--- src/rtl/fifo_pkg.sv ---
// Shared helpers for the dual-clock FIFO pointer generators.
// Gray/binary conversion works on a fixed 32-bit container; callers
// zero-extend their pointer and truncate the result back to its width.
package fifo_pkg;

  localparam int DEFAULT_ADDRSIZE = 4;
  localparam int GRAY_MAX_W       = 32;

  // Binary to reflected Gray code: each bit is the XOR of itself and its upper neighbour.
  function automatic logic [GRAY_MAX_W-1:0] bin2gray(input logic [GRAY_MAX_W-1:0] bin);
    logic [GRAY_MAX_W-1:0] gray;
    gray = '0;
    for (int i = 0; i < GRAY_MAX_W - 1; i++) begin
      gray[i] = bin[i] ^ bin[i+1];
    end
    gray[GRAY_MAX_W-1] = bin[GRAY_MAX_W-1];
    return gray;
  endfunction

  // Gray to binary: each binary bit is the XOR of all Gray bits at or above it.
  function automatic logic [GRAY_MAX_W-1:0] gray2bin(input logic [GRAY_MAX_W-1:0] gray);
    logic [GRAY_MAX_W-1:0] bin;
    bin = '0;
    bin[GRAY_MAX_W-1] = gray[GRAY_MAX_W-1];
    for (int i = GRAY_MAX_W - 2; i >= 0; i--) begin
      bin[i] = bin[i+1] ^ gray[i];
    end
    return bin;
  endfunction

endpackage

--- src/rtl/wptr_full_gen.sv ---
// Write-side pointer and flag generator for the dual-clock FIFO (wclk domain).
// Produces the memory write strobe/address, the Gray write pointer for the
// read-side synchronizer, and registered full / almost-full / level flags
// derived from the synchronized Gray read pointer. Because wq2_rptr lags the
// real read pointer, the flags can only overstate occupancy.
// Optional build macro WPTR_FULL_OVF_EN adds a sticky overflow flag (wovf)
// with its clear input (wovf_clr).
module wptr_full_gen
  import fifo_pkg::*;
#(
  parameter int ADDRSIZE     = DEFAULT_ADDRSIZE,
  parameter int AFULL_MARGIN = 2
) (
  input  logic                wclk,
  input  logic                wrst_n,
  input  logic                winc,
  input  logic [ADDRSIZE:0]   wq2_rptr,
  output logic                wen,
  output logic [ADDRSIZE-1:0] waddr,
  output logic [ADDRSIZE:0]   wptr,
  output logic                wfull,
  output logic                wafull,
  output logic [ADDRSIZE:0]   wlevel
`ifdef WPTR_FULL_OVF_EN
  ,
  output logic                wovf,
  input  logic                wovf_clr
`endif
);

  localparam int PTR_W = ADDRSIZE + 1;
  localparam int DEPTH = 1 << ADDRSIZE;
  localparam logic [PTR_W-1:0] AFULL_LEVEL = PTR_W'(DEPTH - AFULL_MARGIN);

  logic [PTR_W-1:0] wbin;
  logic [PTR_W-1:0] wbinnext;
  logic [PTR_W-1:0] wgraynext;
  logic [PTR_W-1:0] rbin;
  logic [PTR_W-1:0] level_next;
  logic [PTR_W-1:0] full_pattern;

  // Accept a write only while not full; address comes from the current pointer.
  assign wen   = winc & ~wfull;
  assign waddr = wbin[ADDRSIZE-1:0];

  assign wbinnext  = wbin + PTR_W'(wen);
  assign wgraynext = PTR_W'(bin2gray(GRAY_MAX_W'(wbinnext)));

  // Full means the write pointer is exactly one lap ahead of the read pointer,
  // which in Gray code is the read pointer with its two top bits inverted.
  assign full_pattern = {~wq2_rptr[ADDRSIZE:ADDRSIZE-1], wq2_rptr[ADDRSIZE-2:0]};

  assign rbin       = PTR_W'(gray2bin(GRAY_MAX_W'(wq2_rptr)));
  assign level_next = wbinnext - rbin;

  // Advance the pointers and register the flags from the post-write pointer.
  always_ff @(posedge wclk or negedge wrst_n) begin
    if (!wrst_n) begin
      wbin   <= '0;
      wptr   <= '0;
      wfull  <= 1'b0;
      wafull <= 1'b0;
      wlevel <= '0;
    end else begin
      wbin   <= wbinnext;
      wptr   <= wgraynext;
      wfull  <= (wgraynext == full_pattern);
      wafull <= (level_next >= AFULL_LEVEL);
      wlevel <= level_next;
    end
  end

`ifdef WPTR_FULL_OVF_EN
  // Sticky overflow: a write attempt while full sets it; setting beats clearing.
  always_ff @(posedge wclk or negedge wrst_n) begin
    if (!wrst_n) begin
      wovf <= 1'b0;
    end else if (winc && wfull) begin
      wovf <= 1'b1;
    end else if (wovf_clr) begin
      wovf <= 1'b0;
    end
  end
`endif

endmodule

--- config.mk ---
export PLATFORM = sky130hd
export DESIGN_NAME = wptr_full_gen
export DESIGN_NICKNAME = d
export VERILOG_FILES = /design/src/rtl/fifo_pkg.sv /design/src/rtl/wptr_full_gen.sv
export SDC_FILE = /design/constraint.sdc
export NUM_CORES = 1
export LEC_CHECK = 0
export BUFFER_PORTS_ARGS = -buffer_cell sky130_fd_sc_hd__buf_2
export CORE_UTILIZATION = 45
export CTS_CLUSTER_DIAMETER = 50
export DETAILED_ROUTE_END_ITERATION = 7
export PLACE_DENSITY = 0.73
export REMOVE_ABC_BUFFERS = 1
export SLEW_MARGIN = 20
export SYNTH_ARGS = -nofsm -noshare
export SYNTH_HDL_FRONTEND = slang
export SYNTH_SLANG_ARGS = --single-unit
--- constraint.sdc ---
create_clock -name wclk -period 2.2 [get_ports wclk]
set_input_delay 0.33 -clock wclk [delete_from_list [all_inputs] [get_ports wclk]]
set_output_delay 0.33 -clock wclk [all_outputs]
set_load 0.02 [all_outputs]
==> impl_metrics.json <==
{
  "run_status": "completed",
  "synth.lib_cells_used.distinct": 30,
  "period_needed_ns": 2.188,
  "slew_violations": 0,
  "period_share": 0.9943,
  "cp.required_ns": 2.33,
  "routed_via_density": 4.742,
  "timing.critical_path.fanout_max": 2,
  "routed_wl_mm": 1.887,
  "vias_in_the_first_global_route": 657,
  "final_cell_mix": "sky130_fd_sc_hd__buf_2, sky130_fd_sc_hd__buf_4, sky130_fd_sc_hd__dfrtp_1",
  "vias_after_detailed_routing": 716,
  "layoutNonFillerInstCount": 151,
  "setup_repair_after_global_routing_missed_its_margin": "yes",
  "post_synth_inst_count": 78,
  "layout.cells.most_common": "sky130_fd_sc_hd__buf_2",
  "setup.worst_path.end_class": "flop",
  "synth.avg_cell_area_um2": 11.93,
  "num_antenna_cells": 0,
  "setup.worst_path.class": "input pin to flop",
  "stdcell_area_um2": 1320,
  "clock_path_buffers": 2,
  "pwr_density_cell_nw_per_um2": 1825,
  "worst-slew-pin-transition_ns": 0.3601,
  "clock-sinks": 16,
  "core_area_um2": 1962,
  "max-vdd-ir-drop_mv": 0.9914,
  "die-area_um2": 2254,
  "die-height_um": 47.48,
  "maxClockFrequency_mhz": 457.1,
  "cts-htree-levels": 1,
  "p_leak_nw": 0.6491,
  "die_width_um": 47.48,
  "critical-path-top-cell-by-count": "sky130_fd_sc_hd__xor2_2",
  "overflow": 0,
  "num_io_pins": 25,
  "drive_above_1_share": 0.4839,
  "placed_cells_incl_taps": 144,
  "ys_seq_area_frac": 0.4301,
  "nNetsFinal": 141,
  "tns_ns": 0,
  "dr.first_iter.drc_count": 7,
  "critPathLaunchType": "input pin",
  "grtUsageTotal": 0.1820,
  "rows": 16,
  "detail_route.drc_violations": 0,
  "max_slew_margin": 0.7599,
  "critical_path.max_stage_delay_ns": 0.35,
  "dr.pass1.iters": 4,
  "arrival_ns": 2.32,
  "dp_hpwl_mm": 1.426,
  "hold_viol_final": 0,
  "crit_path_cell_trace": "buf_2, xnor2_4, xor2_2, xor2_2, xnor2_1, ha_1, fa_2, nand2b_1, a21boi_1, or3_1, o311ai_1",
  "critPathSlowestCell": "sky130_fd_sc_hd__fa_2",
  "min-delay-path-class": "input pin to flop",
  "cts_tree": "built",
  "fin_worst_skew_ns": 0.009844,
  "avgRoutedWirePerCell_um": 12.50,
  "port-buffer-count": 24,
  "grt_pass1_wl_mm": 2.773,
  "fillers": 169,
  "seq_area_um2": 400.4,
  "area.growth.synth_to_final_pct": 41.80,
  "synth_seq_cells": 16,
  "grt_start_max_net_pins": 17,
  "p_total_mw": 2.408,
  "detail-route-antenna-nets": 0,
  "grt_antenna_before_repair": 0,
  "worstSkewPairLatency_ns": 0.27,
  "synthesis.area_um2": 930.9,
  "maxCapViolations": 0,
  "multiInputGateArea_um2": 553.0,
  "cts_inserted_buffers": 3,
  "clk_transition_reported_paths_ns": 0.09,
  "place_area_um2": 1202,
  "clock-root-buffer": "sky130_fd_sc_hd__clkbuf_4",
  "synth-warning-count": 0,
  "gp_routability_congestion": 0.7906,
  "finalSetupViolCount": 0,
  "initial_core_utilization": 0.4745
}
-- routing by layer --
metal	wire, µm	GRT usage	vias to the layer above
met1	824	0.2264	349
met5	0	0	-
li1	-	-	347
met3	49	0.02264	4
met2	970	0.3178	16
met4	42	0.07429	0
-- what timing repair did --
| item | CTS | global route |
|---|---|---|
| endpoints found under the setup margin | 3 | 3 |
| cloned | 0 | 0 |
| setup buffers | 2 | 1 |
| hold buffers | 1 | 0 |
| endpoints found under the hold margin | 16 | 0 |
| resized for setup | 4 | 11 |
| pin swaps | 3 | 4 |
-- per-stage QoR --
stage          worst slack, ns  hold WS, ns  utilization
4_1_cts                0.01018       0.4222       0.6397
5_1_grt               -0.08183       0.4479       0.6728
6_report               0.01248       0.4289       0.6728
3_3_place_gp           -0.2990       0.2623       0.6129
2_1_floorplan          -0.4637      0.03441            -
3_5_place_dp           -0.4232       0.2631       0.6129
-- synthesized netlist by cell type (all sizes together) --
cell type	n	area [µm²]
xnor2	14	130.1
and4b	1	10.01
fa	1	20.02
nand2b	2	12.51
nor4	1	12.51
xor2	5	51.30
a211oi	1	12.51
and2b	1	10.01
a2bb2oi	1	8.760
o21ai	2	10.01
nand2	3	11.26
xnor3	1	22.52
inv	7	26.28
o211ai	1	7.510
ha	6	75.07
o311ai	1	8.760
a21oi	1	5.000
nor3b	1	7.510
nand4	1	6.260
buf	1	5.000
nand3	1	5.000
clkbuf	1	5.000
dfrtp	16	400.4
a21boi	2	15.01
nor2b	3	18.77
nor2	1	3.750
xor3	1	23.77
or3	1	6.260
-- cells by family after synthesis --
family | share of synthesized area
AO/OA/AOI/OAI | 0.07258
adder cells (fa/ha/maj) | 0.1021
XOR/XNOR | 0.2446
buffers and inverters | 0.03897
AND/OR/NAND/NOR | 0.1116
flip-flops | 0.4301
-- area by class of cell --
type	count	area share
Multi-Input combinational cell	53	0.4190
Timing Repair Buffer	45	0.2152
Tap cell	27	0.02559
Inverter	7	0.01991
Sequential cell	16	0.3033
Clock buffer	3	0.01706
-- worst max-delay path: cells and delay by family --
family / cells / cell delay (ns)
buf+inv: 1 / 0.14
compound gates: 2 / 0.24
xor+xnor: 4 / 0.72
simple gates: 2 / 0.29
fa+ha+maj: 2 / 0.58
-- registers in the layout, summed over array words and instances, names as in the netlist --
signal / count
wptr: 4
wbin: 5
wafull: 1
wfull: 1
wlevel: 5
-- path summary, 6_finish.rpt --
check                            start  endpoint  slack, ns  cells past startpoint
hold / removal             wq2_rptr[0]     wfull       0.43                      3
max in group asynchronous       wrst_n    wafull       1.44                      2
setup reg to reg                 wfull    wafull       0.08                      9
hold reg to reg                wbin[4]   wbin[4]       0.59                      1
setup / recovery           wq2_rptr[3]    wafull       0.01                     11
min in group asynchronous       wrst_n   wbin[1]       0.49                      2
-- report_power, final --
| group | internal (mW) | switching, mW | total [mW] |
|---|---|---|---|
| logic | 0.847 | 0.849 | 1.70 |
| clock network | 0.0632 | 0.0827 | 0.146 |
| registers | 0.461 | 0.105 | 0.566 |
Note: power is estimated with default switching activity, not from simulation.
